**src/rtl/reset_sequencer_if.sv**
```systemverilog
// Handshake bundle between the reset sequencer and the logic that feeds it lock/soft
// requests and consumes the per-domain resets.
interface reset_sequencer_if #(
  parameter int NUM_STAGES = 3
);
  logic                  lock;
  logic                  soft_rst_req;
  logic [NUM_STAGES-1:0] rst_out_n;
  logic                  ready;
  logic                  timeout;
  logic [1:0]            state;

  modport master (
    output lock,
    output soft_rst_req,
    input  rst_out_n,
    input  ready,
    input  timeout,
    input  state
  );

  modport slave (
    input  lock,
    input  soft_rst_req,
    output rst_out_n,
    output ready,
    output timeout,
    output state
  );
endinterface

```
**src/rtl/reset_sequencer.sv**
```systemverilog
// Releases NUM_STAGES downstream active-low resets in order, GAP_CYCLES apart, after a
// HOLD_CYCLES settle period and PLL lock; re-sequences on lock loss or soft request.
module reset_sequencer #(
  parameter int NUM_STAGES   = 3,
  parameter int HOLD_CYCLES  = 16,
  parameter int GAP_CYCLES   = 4,
  parameter int LOCK_TIMEOUT = 255
) (
  input  logic              clk,
  input  logic              rst,
  reset_sequencer_if.slave  bus
);

  localparam int MAX_HG  = (HOLD_CYCLES > GAP_CYCLES) ? HOLD_CYCLES : GAP_CYCLES;
  localparam int MAX_CYC = (MAX_HG > LOCK_TIMEOUT) ? MAX_HG : LOCK_TIMEOUT;
  localparam int CNT_W   = $clog2(MAX_CYC) + 1;

  localparam logic [CNT_W-1:0] HOLD_LAST = CNT_W'(HOLD_CYCLES - 1);
  localparam logic [CNT_W-1:0] GAP_LAST  = CNT_W'(GAP_CYCLES - 1);
  localparam logic [CNT_W-1:0] LOCK_LAST = CNT_W'(LOCK_TIMEOUT - 1);
  localparam logic [CNT_W-1:0] CNT_ONE   = CNT_W'(1);

  typedef enum logic [1:0] {
    HOLD      = 2'd0,
    WAIT_LOCK = 2'd1,
    RELEASE   = 2'd2,
    RUN       = 2'd3
  } state_e;

  // Synchronizers: reset deassertion and the asynchronous PLL lock.
  logic rst_meta_q, rst_s_q;
  logic lock_meta_q, lock_s_q;

  // NOTE: sequential state is updated with non-blocking assignments only, so every flop
  // samples the pre-edge value of every other flop regardless of evaluation order.
  always_ff @(posedge clk or negedge rst) begin
    if (!rst) begin
      rst_meta_q  <= 1'b0;
      rst_s_q     <= 1'b0;
      lock_meta_q <= 1'b0;
      lock_s_q    <= 1'b0;
    end else begin
      rst_meta_q  <= 1'b1;
      rst_s_q     <= rst_meta_q;
      lock_meta_q <= bus.lock;
      lock_s_q    <= lock_meta_q;
    end
  end

  state_e                state_q, state_d;
  logic [CNT_W-1:0]      cnt_q, cnt_d;
  logic [NUM_STAGES-1:0] out_q, out_d;
  logic                  ready_q, ready_d;
  logic                  timeout_q, timeout_d;
  logic [NUM_STAGES:0]   out_shift;
  logic                  abort;

  always_ff @(posedge clk or negedge rst) begin
    if (!rst) begin
      state_q   <= HOLD;
      cnt_q     <= '0;
      out_q     <= '0;
      ready_q   <= 1'b0;
      timeout_q <= 1'b0;
    end else begin
      state_q   <= state_d;
      cnt_q     <= cnt_d;
      out_q     <= out_d;
      ready_q   <= ready_d;
      timeout_q <= timeout_d;
    end
  end

  // NOTE: every signal written here gets a default first, so no path can leave one
  // unassigned and infer a latch.
  always_comb begin
    state_d   = state_q;
    cnt_d     = cnt_q;
    out_d     = out_q;
    ready_d   = ready_q;
    timeout_d = timeout_q;
    // Stages are a thermometer code: the next release shifts in one more 1 from bit 0.
    out_shift = {out_q, 1'b1};
    abort     = bus.soft_rst_req ||
                (!lock_s_q && (state_q == RELEASE || state_q == RUN));

    if (rst_s_q) begin
      if (abort) begin
        state_d = HOLD;
        cnt_d   = '0;
        out_d   = '0;
        ready_d = 1'b0;
      end else begin
        unique case (state_q)
          HOLD: begin
            if (cnt_q == HOLD_LAST) begin
              state_d = WAIT_LOCK;
              cnt_d   = '0;
            end else begin
              cnt_d = cnt_q + CNT_ONE;
            end
          end
          WAIT_LOCK: begin
            if (lock_s_q) begin
              state_d = RELEASE;
              cnt_d   = '0;
              out_d   = NUM_STAGES'(1);
            end else if (cnt_q == LOCK_LAST) begin
              // Lock never arrived: flag it and retry from a fresh hold period.
              state_d   = HOLD;
              cnt_d     = '0;
              timeout_d = 1'b1;
            end else begin
              cnt_d = cnt_q + CNT_ONE;
            end
          end
          RELEASE: begin
            if (cnt_q == GAP_LAST) begin
              cnt_d = '0;
              if (out_q[NUM_STAGES-1]) begin
                state_d = RUN;
                ready_d = 1'b1;
              end else begin
                out_d = out_shift[NUM_STAGES-1:0];
              end
            end else begin
              cnt_d = cnt_q + CNT_ONE;
            end
          end
          RUN: begin
          end
          default: state_d = HOLD;
        endcase
      end
    end
  end

  assign bus.rst_out_n = out_q;
  assign bus.ready     = ready_q;
  assign bus.timeout   = timeout_q;
  assign bus.state     = state_q;

`ifndef SYNTHESIS
  a_ready_all_released: assert property (@(posedge clk) disable iff (!rst)
    ready_q |-> (&out_q));
  a_stage0_when_active: assert property (@(posedge clk) disable iff (!rst)
    (state_q == RELEASE || state_q == RUN) |-> out_q[0]);
  a_timeout_sticky: assert property (@(posedge clk) disable iff (!rst)
    timeout_q |=> timeout_q);
`endif

endmodule
```
**src/flat_wrapper.sv**
```systemverilog
// flat-port wrapper written by rule: the top's interface ports become plain ports
module reset_sequencer_flat 
#(
  parameter int NUM_STAGES   = 3,
  parameter int HOLD_CYCLES  = 16,
  parameter int GAP_CYCLES   = 4,
  parameter int LOCK_TIMEOUT = 255
)
  (clk, rst, bus_lock, bus_soft_rst_req, bus_rst_out_n, bus_ready, bus_timeout, bus_state);
  reset_sequencer_if #(.NUM_STAGES(NUM_STAGES)) bus_i ();
  input  logic clk;
  input  logic rst;
  input wire logic [$bits(bus_i.lock)-1:0] bus_lock;
  input wire logic [$bits(bus_i.soft_rst_req)-1:0] bus_soft_rst_req;
  output wire logic [$bits(bus_i.rst_out_n)-1:0] bus_rst_out_n;
  output wire logic [$bits(bus_i.ready)-1:0] bus_ready;
  output wire logic [$bits(bus_i.timeout)-1:0] bus_timeout;
  output wire logic [$bits(bus_i.state)-1:0] bus_state;
  assign bus_i.lock = bus_lock;
  assign bus_i.soft_rst_req = bus_soft_rst_req;
  assign bus_rst_out_n = bus_i.rst_out_n;
  assign bus_ready = bus_i.ready;
  assign bus_timeout = bus_i.timeout;
  assign bus_state = bus_i.state;
  reset_sequencer #(.NUM_STAGES(NUM_STAGES), .HOLD_CYCLES(HOLD_CYCLES), .GAP_CYCLES(GAP_CYCLES), .LOCK_TIMEOUT(LOCK_TIMEOUT)) u_core (.clk(clk), .rst(rst), .bus(bus_i));
endmodule
```
**config.mk**
```make
export PLATFORM = sky130hd
export DESIGN_NAME = reset_sequencer_flat
export DESIGN_NICKNAME = d
export VERILOG_FILES = /design/src/rtl/reset_sequencer_if.sv /design/src/rtl/reset_sequencer.sv /design/src/flat_wrapper.sv
export SDC_FILE = /design/constraint.sdc
export NUM_CORES = 1
export LEC_CHECK = 0
export BUFFER_PORTS_ARGS = -buffer_cell sky130_fd_sc_hd__buf_4
export CORE_UTILIZATION = 30
export DETAILED_ROUTE_END_ITERATION = 10
export GPL_TIMING_DRIVEN = 0
export PLACE_DENSITY = 0.57
export RECOVER_POWER = 100
export SYNTH_ARGS = -nofsm -noshare
export SYNTH_HDL_FRONTEND = slang
export SYNTH_SLANG_ARGS = --single-unit
```
**constraint.sdc**
```tcl
create_clock -name clk -period 4.6 [get_ports clk]
set_clock_uncertainty 0.2 [all_clocks]
set_input_delay 0.46 -clock clk [delete_from_list [all_inputs] [get_ports clk]]
set_output_delay 0.46 -clock clk [all_outputs]
set_load 0.1 [all_outputs]
```
==> flow_summary.toml, run 1 <==
[outcome]
status = "complete, no violations"

[synthesis]
synthTopCellsByArea = "dfrtp_1 41%, ha_1 6.2%, nand3_1 5.8%"
synth_area_mm2 = 0.00121
yosys.area_share.adder = 0.0619
yosysTopAreaCellShare = 0.413
ys_top_cells_by_count = "20 x dfrtp_1, 17 x nand2_1, 14 x nand3_1"
ys_seq_area_frac = 0.413
synth_xor_area_frac = 0
synth_largest_area_cell = "dfrtp_1"
ys_warn_count = 0
synth.most_common_cell = "dfrtp_1"
synth_top_family_by_area = "simple AND/OR/NAND/NOR gates"
async_reset_ff_frac = 1.00
synth-main-ff-cell = "dfrtp_1"
syn_area_per_cell_um2 = 8.79
synthCells = 138
synthMuxAreaShare = 0
syn_nets = 148
synthDistinctLibCells = 41
synth-edff-count = 0
synth_compound_area_frac = 0.175
synthSimpleGateAreaFrac = 0.301
ys_ff_latch = 20

[global_routing]
gr-usage-met2 = 0.222
grt_first_pass_wirelength_mm = 4.80
grt_max_degree = 21
grt_pass1_vias = 1039
grt_usage = 0.147
grt_use_met1 = 0.203
busiest_layer = "met2"
grt_overflow = 0
met3_usage = 0.0226
antenna_found_initial = 0

[floorplanning]
start_util = 0.321
fp.dieH_um = 65.6
core_area_mm2 = 0.00377
die_w_um = 65.6
dieArea_mm2 = 0.00430
pin_count = 11
placementRows = 22

[worst_hold_path]
hold_class = "primary input to flip-flop"

[power_and_ir_drop]
vdd_drop_max_v = 0.000207
p_leak_nw = 0.609
power.density_mw_per_mm2 = 306

[timing]
worst-slew-pin-transition_ns = 1.17
whs_ns = 0.123
max_freq_ghz = 0.360
max-slew-margin-rel = 0.222
drv_slew = 0
hold_viol = 0
tns_ns = 0
rsz0062_at_grt = "false"
fin_crit_ns = 2.77
setup_viol = 0
finalCritPeriodShare = 0.603

[layout]
fin_util = 0.371
area_growth_pct = 15.4
final_nets = 164
antenna-diode-count = 0
fin_area_mm2 = 0.00140
drive_above_1_share = 0.0980

[critical_path]
crit_fanout = 10
cp.arrival_ns = 2.73
criticalPathCategory = "flip-flop to flip-flop"
required_ns = 4.55
worst_setup_path_end_kind = "flip-flop"
regToRegSetupSlack_ns = 1.83
start_kind = "flip-flop"

[cts]
cts_made_buffers = 3
post-cts-setup-buffers = 0
hold_buffers = 1
clock_path_buffers = 2
htree_levels = 1
clk_latency_ns = 0.26
clk_pin_slew_ns = 0.08
ctsResizeCount = 0
cts_tree = "built"
cts-root-buf = "clkbuf_8"
clock_sinks = 20

[route]
antenna_left = 0
drt_iter0_markers = 57
wl_per_cell_um = 13.7
first_pass_iters = 4
vias = 1125
via_per_inst = 5.60
routed_wl_mm = 2.76
drc = 0

[placed_design]
place_area_mm2 = 0.00135
gp_congestion = 0.815
dp_hpwl_mm = 1.95
portBuffers = 10

[run]
maxCapViolCount = 0
## kinds of logic after synthesis
| family | count (synthesis) |
|---|---|
| compound gates | 29 |
| fa+ha+maj | 6 |
| buf+inv | 13 |
| simple gates | 69 |
| other cells | 1 |
| flops | 20 |
## flip-flops by register name (all words and copies together) (netlist names)
name,cells
u_core.rst_s_q,1
u_core.bus.rst_out_n,3
u_core.lock_meta_q,1
u_core.bus.timeout,1
u_core.lock_s_q,1
u_core.cnt_q,9
u_core.bus.state,2
u_core.bus.ready,1
u_core.rst_meta_q,1
## layout by cell type, fill, tap and decap left out, types with 3 or more instances in the layout
| master | netlist | final |
|---|---|---|
| a21oi_1 | 4 | 4 |
| a31oi_1 | 3 | 3 |
| a41oi_1 | 3 | 3 |
| and3_1 | 4 | 4 |
| clkbuf_1 | 3 | 11 |
| clkbuf_8 | 0 | 3 |
| dfrtp_1 | 20 | 20 |
| ha_1 | 6 | 6 |
| inv_1 | 7 | 7 |
| nand2_1 | 17 | 17 |
| nand3_1 | 14 | 14 |
| nand4_1 | 6 | 6 |
| nor2_1 | 8 | 8 |
| nor2b_1 | 4 | 4 |
| nor4_1 | 3 | 3 |
| o21ai_0 | 4 | 5 |
## final cells by class
type	count	area (um2)
Fill cell	388	2370
Tap cell	48	60.1
Buffer	6	28.8
Clock buffer	3	41.3
Clock inverter	1	30.0
Multi-Input combinational cell	105	657
Timing Repair Buffer	11	55.1
Inverter	7	26.3
Sequential cell	20	500
## report_power, final
group	internal, W	switching (W)	total (W)
Combinational	0.0000179	0.0000375	0.0000554
Clock	0.000116	0.0000650	0.000181
Sequential	0.000185	0.00000732	0.000192
## routing by layer
metal	wire [um]	vias to the layer above	share of wire
met5	0	-	0
met4	27	0	0.0098
met3	103	2	0.037
met2	1270	35	0.46
met1	1350	546	0.49
li1	-	542	-
## metrics by stage
step	setup WS, ns	power, W	instances
after floorplan	1.63	0.000232	138
after global placement	2.06	0.000249	196
after detailed placement	2.05	0.000250	196
after CTS	2.01	0.000430	201
after global routing	1.58	0.000446	201
final	1.83	0.000428	201
## path summary, 6_finish.rpt
check | cells after the start | start | to
setup / recovery | 7 | u_core.bus.state[0]$_DFFE_PN0P_ | u_core.cnt_q[4]$_DFFE_PN0P_
hold reg to reg | 0 | u_core.lock_meta_q$_DFF_PN0_ | u_core.lock_s_q$_DFF_PN0_
max in group asynchronous | 2 | rst | u_core.bus.state[0]$_DFFE_PN0P_
min in group asynchronous | 2 | rst | u_core.rst_meta_q$_DFF_PN0_
setup reg to reg | 7 | u_core.bus.state[0]$_DFFE_PN0P_ | u_core.cnt_q[4]$_DFFE_PN0P_
hold / removal | 1 | bus_lock | u_core.lock_meta_q$_DFF_PN0_
## critical path, cell delays in order (launching register included)
cell      delay (ns)
dfrtp_1         0.43
inv_1           0.08
ha_1            0.29
or4_1           0.49
o21ai_0         0.56
clkbuf_1        0.41
nand2_1         0.10
o311ai_0        0.10
Power figures use the tool's default switching activity.
==> run 2, diff against run 1 <==
Settings changed: ABC_AREA from default to 1.
Clock period 4.6 ns to 2.85 ns, I/O delays scaled along.
==> run 2 against run 1 <==
Effect of this change:
- final area up 3.5%
- worst hold slack better by 0.031 ns
- synthesized cell count rose by 22%
- clock power is 23% higher
- critical endpoint is now u_core.cnt_q[7]$_DFFE_PN0P_
- largest cell class unchanged
- largest power group is now combinational logic
==> flow_summary.toml, run 2 <==
[outcome]
status = "complete, no violations"

[synthesis]
syn_area_per_cell_um2 = 7.67
yosysTopAreaCellShare = 0.386
async_reset_ff_frac = 1.00
synthTopCellsByArea = "dfrtp_1 39%, nand2_1 12%, inv_1 6.9%"
ys_warn_count = 0
ys_seq_area_frac = 0.386
synthDistinctLibCells = 28
synth_area_mm2 = 0.00130
ys_ff_latch = 20
ys_top_cells_by_count = "42 x nand2_1, 24 x inv_1, 20 x dfrtp_1"
synthCells = 169
synth_largest_area_cell = "dfrtp_1"
syn_nets = 179
synth-main-ff-cell = "dfrtp_1"
synth.most_common_cell = "nand2_1"
synth-edff-count = 0

[layout]
final_nets = 196
nFillCells = 464
mostFrequentLayoutCells = "45 x nand2_1, 24 x inv_1, 20 x dfrtp_1"
area_growth_pct = 11.7
antenna-diode-count = 0
largest_register = "u_core.cnt_q"
multi_input_area_um2 = 656
final_common_cell = "nand2_1"
largest_register_ffs = 9
seqCellArea_um2 = 500
drive_above_1_share = 0.124

[critical_path]
crit_fanout = 10
regToRegSetupSlack_ns = 0.55
crit_top_cell = "nand2_1"
path_delay_family = "simple AND/OR/NAND/NOR gates"
start_kind = "flip-flop"
cp-startpoint = "u_core.bus.state[0]$_DFFE_PN0P_"
max_stage_delay_ns = 0.42
worst_setup_path_end_kind = "flip-flop"
criticalPathCategory = "flip-flop to flip-flop"
cpMaxStageDelayCell = "dfrtp_1"
path_cells = "inv_1 > ha_1 > clkbuf_1 > inv_4 > nand2_1 > a21oi_4 > nand2_1 > nand2_1 > nand3_4 > o21ai_0"
critical_path_buf_inv_count = 3
cp.arrival_ns = 2.28
reg2reg_from = "u_core.bus.state[0]$_DFFE_PN0P_"
reg2reg_depth = 10
reg2reg_to = "u_core.cnt_q[7]$_DFFE_PN0P_"
path_depth = 10
required_ns = 2.84

[route]
routed_wl_mm = 2.64
wl_per_cell_um = 11.2
drt_iter0_markers = 61
first_pass_iters = 4
vias = 1112
via_per_inst = 4.73
antenna_left = 0
drc = 0

[worst_hold_path]
min_to = "u_core.lock_s_q$_DFF_PN0_"
hold_class = "flip-flop to flip-flop"
min_from = "u_core.lock_meta_q$_DFF_PN0_"
whs_path_depth = 0

[placed_design]
gp_congestion = 0.804
preCtsSetupSlack_ns = 0.832
dp_hpwl_mm = 2.03
portBuffers = 10

[timing]
max-slew-margin-rel = 0.222
hold_viol = 0
fin_crit_ns = 2.30
tns_ns = 0
worst-slew-pin-transition_ns = 1.17
rsz0062_at_grt = "false"
layout_setup_ws_ns = 0.555
finalCritPeriodShare = 0.805
drv_slew = 0
max_freq_ghz = 0.436
whs_ns = 0.154
setup_viol = 0

[floorplanning]
start_util = 0.317
core_area_mm2 = 0.00409
die_w_um = 67.7
fp.dieH_um = 67.7
placementRows = 23
dieArea_mm2 = 0.00459
pin_count = 11

[global_routing]
grt_overflow = 0
grt_pass1_vias = 1092
grt_usage = 0.141
grt_first_pass_wirelength_mm = 4.78
antenna_found_initial = 0
grt_max_degree = 21

[power_and_ir_drop]
power_frac_seq = 0.356
p_leak_nw = 0.671
finalPower_w = 0.000985
vdd_drop_max_v = 0.000383
p_sw_frac = 0.444
power.density_mw_per_mm2 = 680
combPwrFrac = 0.418
clockPowerShare = 0.225
p_switching_w = 0.000437
p_int_w = 0.000547

[cts]
htree_levels = 1
clk_latency_ns = 0.26
cts_tree = "built"
clock_sinks = 20
cts-root-buf = "clkbuf_8"
clk_pin_slew_ns = 0.08
clock_path_buffers = 2
cts_made_buffers = 3

[run]
maxCapViolCount = 0
[run 2: worst reg2reg max path: stages, from the launching register on]
cell      delay [ns]
dfrtp_1         0.42
inv_1           0.08
ha_1            0.19
clkbuf_1        0.23
inv_4           0.08
nand2_1         0.10
a21oi_4         0.26
nand2_1         0.11
nand2_1         0.21
nand3_4         0.16
o21ai_0         0.17
[run 2: how the worst max path moves through the flow]
stage                                              to  slack, ns
after global placement    u_core.cnt_q[2]$_DFFE_PN0P_       0.84
after global routing      u_core.cnt_q[7]$_DFFE_PN0P_       0.36
after detailed placement  u_core.cnt_q[2]$_DFFE_PN0P_       0.83
after floorplan           u_core.cnt_q[1]$_DFFE_PN0P_       0.37
final                     u_core.cnt_q[7]$_DFFE_PN0P_       0.55
after CTS                 u_core.cnt_q[2]$_DFFE_PN0P_       0.82
[run 2: what timing repair did]
| item | CTS | global route |
|---|---|---|
| setup endpoints to repair | 0 | 0 |
| resized for setup | 0 | 0 |
| hold buffers | 2 | 0 |
| buffers inserted | 0 | 0 |
| endpoints found under the hold margin | 21 | 0 |
[run 2: metal layers]
metal  global-route usage  wire length, um  up-vias  part of all wire
met2                0.231             1180       16              0.45
li1                     -                -      569                 -
met1                0.180             1330      522              0.50
met5                    0                0        -                 0
met4               0.0399               36        0             0.014
met3               0.0355               93        5             0.035
[run 2: power by group through the flow]
stage,combinational [W],clock (W),sequential [W]
after floorplan,0.000247,0,0.000459
after global placement,0.000441,0,0.000357
after detailed placement,0.000443,0,0.000358
after CTS,0.000446,0.000233,0.000353
after global routing,0.000459,0.000242,0.000357
final,0.000412,0.000222,0.000351
[run 2: kinds of logic (layout without fill, tap and decap cells)]
| family | after synthesis | count (layout) | share of synthesized area |
|---|---|---|---|
| adder cells (fa/ha/maj) | 6 | 6 | 0.0579 |
| XOR/XNOR | 2 | 2 | 0.0135 |
| buffers and inverters | 28 | 44 | 0.0898 |
| other | 1 | 1 | 0.00289 |
| AND/OR/NAND/NOR | 91 | 91 | 0.338 |
| AO/OA/AOI/OAI | 21 | 21 | 0.112 |
| flip-flops | 20 | 20 | 0.386 |
[run 2: final cells by class]
| cell class | count | area share |
|---|---|---|
| plain buffers | 2 | 0.00605 |
| inverters | 26 | 0.0691 |
| multi-input cells | 121 | 0.453 |
| repair buffers | 12 | 0.0449 |
| clock buffers | 4 | 0.0380 |
| flip-flops and latches | 20 | 0.346 |
| well taps | 50 | 0.0432 |
[run 2: metrics by stage]
step / util / std cells / cell area, um2
after floorplan: - / 169 / 1300
after global placement: 0.351 / 229 / 1430
after detailed placement: 0.351 / 229 / 1430
after CTS: 0.369 / 235 / 1510
after global routing: 0.354 / 235 / 1450
final: 0.354 / 235 / 1450
==> run 3, diff against run 2 <==
Clock period 2.85 ns to 2.24 ns, I/O delays scaled along.
==> run 3 against run 2 <==
Effect of this change:
- via count down 2.6%
- worst setup slack worse by 0.34 ns
- die area did not move
- power is 29% higher
- maximum frequency is 13% higher
- first-iteration DRC count is 3.3% higher
- global-route usage decreased by 0.73 points
- non-clock buffer count unchanged
- final area up 1.7%
- count of clock-buffer cells in the layout stayed put
- flip-flop and latch count did not move
- register-to-register slack lost 0.34 ns
==> flow_summary.toml, run 3 (synthesis results as in run 2) <==
[floorplanning]
fp.dieH_um = 67.7
dieArea_mm2 = 0.00459
core_area_mm2 = 0.00409
die_w_um = 67.7
start_util = 0.317
placementRows = 23
pin_count = 11

[route]
met1Wirelength_mm = 1.33
routed_wl_mm = 2.56
first_pass_iters = 4
wl_per_cell_um = 10.9
drt_iter0_markers = 63
wl_met2_mm = 1.12
routed.top_layer = "met4"
via_per_inst = 4.61
vias = 1083
antenna_left = 0
drc = 0
dr_wl_met3_um = 68

[global_routing]
grt_first_pass_wirelength_mm = 4.40
grt_max_degree = 21
grt_overflow = 0
grt_usage = 0.133
antenna_found_initial = 0
grt_pass1_vias = 992

[layout]
drive_above_1_share = 0.168
final_common_cell = "nand2_1"
fin_cells = 235
area_growth_pct = 13.6
seqCellArea_um2 = 503
nFillCells = 458
multi_input_area_um2 = 664
largest_register = "u_core.cnt_q"
final_nets = 196
mostFrequentLayoutCells = "44 x nand2_1, 24 x inv_1, 19 x nor2_1"
antenna-diode-count = 0
largest_register_ffs = 9

[cts]
cts_tree = "built"
cts-root-buf = "clkbuf_8"
htree_levels = 1
clock_sinks = 20
cts_made_buffers = 3
clk_latency_ns = 0.26
clk_pin_slew_ns = 0.08
clock_path_buffers = 2

[power_and_ir_drop]
power.density_mw_per_mm2 = 864
vdd_drop_max_v = 0.000506
p_leak_nw = 0.691

[timing]
whs_ns = 0.151
fin_crit_ns = 2.03
tns_ns = 0
max_freq_ghz = 0.493
max-slew-margin-rel = 0.230
worst-slew-pin-transition_ns = 1.16
hold_viol = 0
setup_viol = 0
rsz0062_at_grt = "false"
finalCritPeriodShare = 0.906
drv_slew = 0

[critical_path]
worst_setup_path_end_kind = "flip-flop"
reg2reg_from = "u_core.bus.state[0]$_DFFE_PN0P_"
cp.arrival_ns = 2.02
required_ns = 2.23
reg2reg_depth = 10
crit_fanout = 10
cp-startpoint = "u_core.bus.state[0]$_DFFE_PN0P_"
start_kind = "flip-flop"
endpoint = "u_core.cnt_q[7]$_DFFE_PN0P_"
criticalPathCategory = "flip-flop to flip-flop"
reg2reg_to = "u_core.cnt_q[7]$_DFFE_PN0P_"
regToRegSetupSlack_ns = 0.21

[placed_design]
gp_congestion = 0.811
dp_hpwl_mm = 1.91
dpl.cell_count = 229
portBuffers = 10

[worst_hold_path]
hold_class = "flip-flop to flip-flop"
min_from = "u_core.lock_meta_q$_DFF_PN0_"

[run]
maxCapViolCount = 0

[outcome]
status = "complete, no violations"
==> run 3: how the worst min path moves through the flow <==
stage | end | slack [ns] | depth (start not counted)
finish | u_core.lock_s_q$_DFF_PN0_ | 0.15 | 0
global placement | u_core.cnt_q[7]$_DFFE_PN0P_ | -0.08 | 1
CTS | u_core.lock_s_q$_DFF_PN0_ | 0.15 | 0
detailed placement | u_core.cnt_q[7]$_DFFE_PN0P_ | -0.07 | 1
global route | u_core.lock_s_q$_DFF_PN0_ | 0.16 | 0
floorplan | u_core.bus.ready$_DFFE_PN0P_ | -0.27 | 0
==> run 3: critical path, stage by stage, from the launching register on <==
cell and delay (ns):
dfrtp_2 0.40, inv_1 0.07, ha_1 0.20, buf_6 0.14, inv_4 0.05, nand2_4 0.05
a21oi_4 0.24, nand2_1 0.17, nand2_4 0.13, nand3_4 0.12, o21ai_0 0.17
==> run 3: area by class of cell <==
class	instances	share of cell area
inverter	26	0.0680
sequential	20	0.342
timing repair buffer	12	0.0484
clock buffer	4	0.0374
multi-input combinational	121	0.451
tap	50	0.0425
buffer	2	0.0110
==> run 3: what timing repair did <==
action                    4_1_cts  5_1_grt
hold buffers                    2        0
resized for setup               0        0
hold endpoints to repair       21        0
setup buffers                   0        0
==> run 3: layer usage <==
metal,track usage,up-vias
met2,0.203,14
met4,0.0559,0
met1,0.176,493
li1,-,572
met3,0.0355,4
met5,0,-
==> run 3: report_power, final <==
group	internal, W	switching (W)	total (W)
registers	0.000405	0.0000425	0.000447
clock network	0.000157	0.000131	0.000287
logic	0.000148	0.000389	0.000537
==> run 3: metrics by stage <==
step	util	instance area, um2	setup WS (ns)	power, W
6_report	0.360	1470	0.211	0.00127
4_1_cts	0.370	1510	0.265	0.00131
3_3_place_gp	0.352	1440	0.308	0.00102
5_1_grt	0.360	1470	0.0892	0.00136
3_5_place_dp	0.352	1440	0.288	0.00102
2_1_floorplan	-	1300	0.0772	0.000901
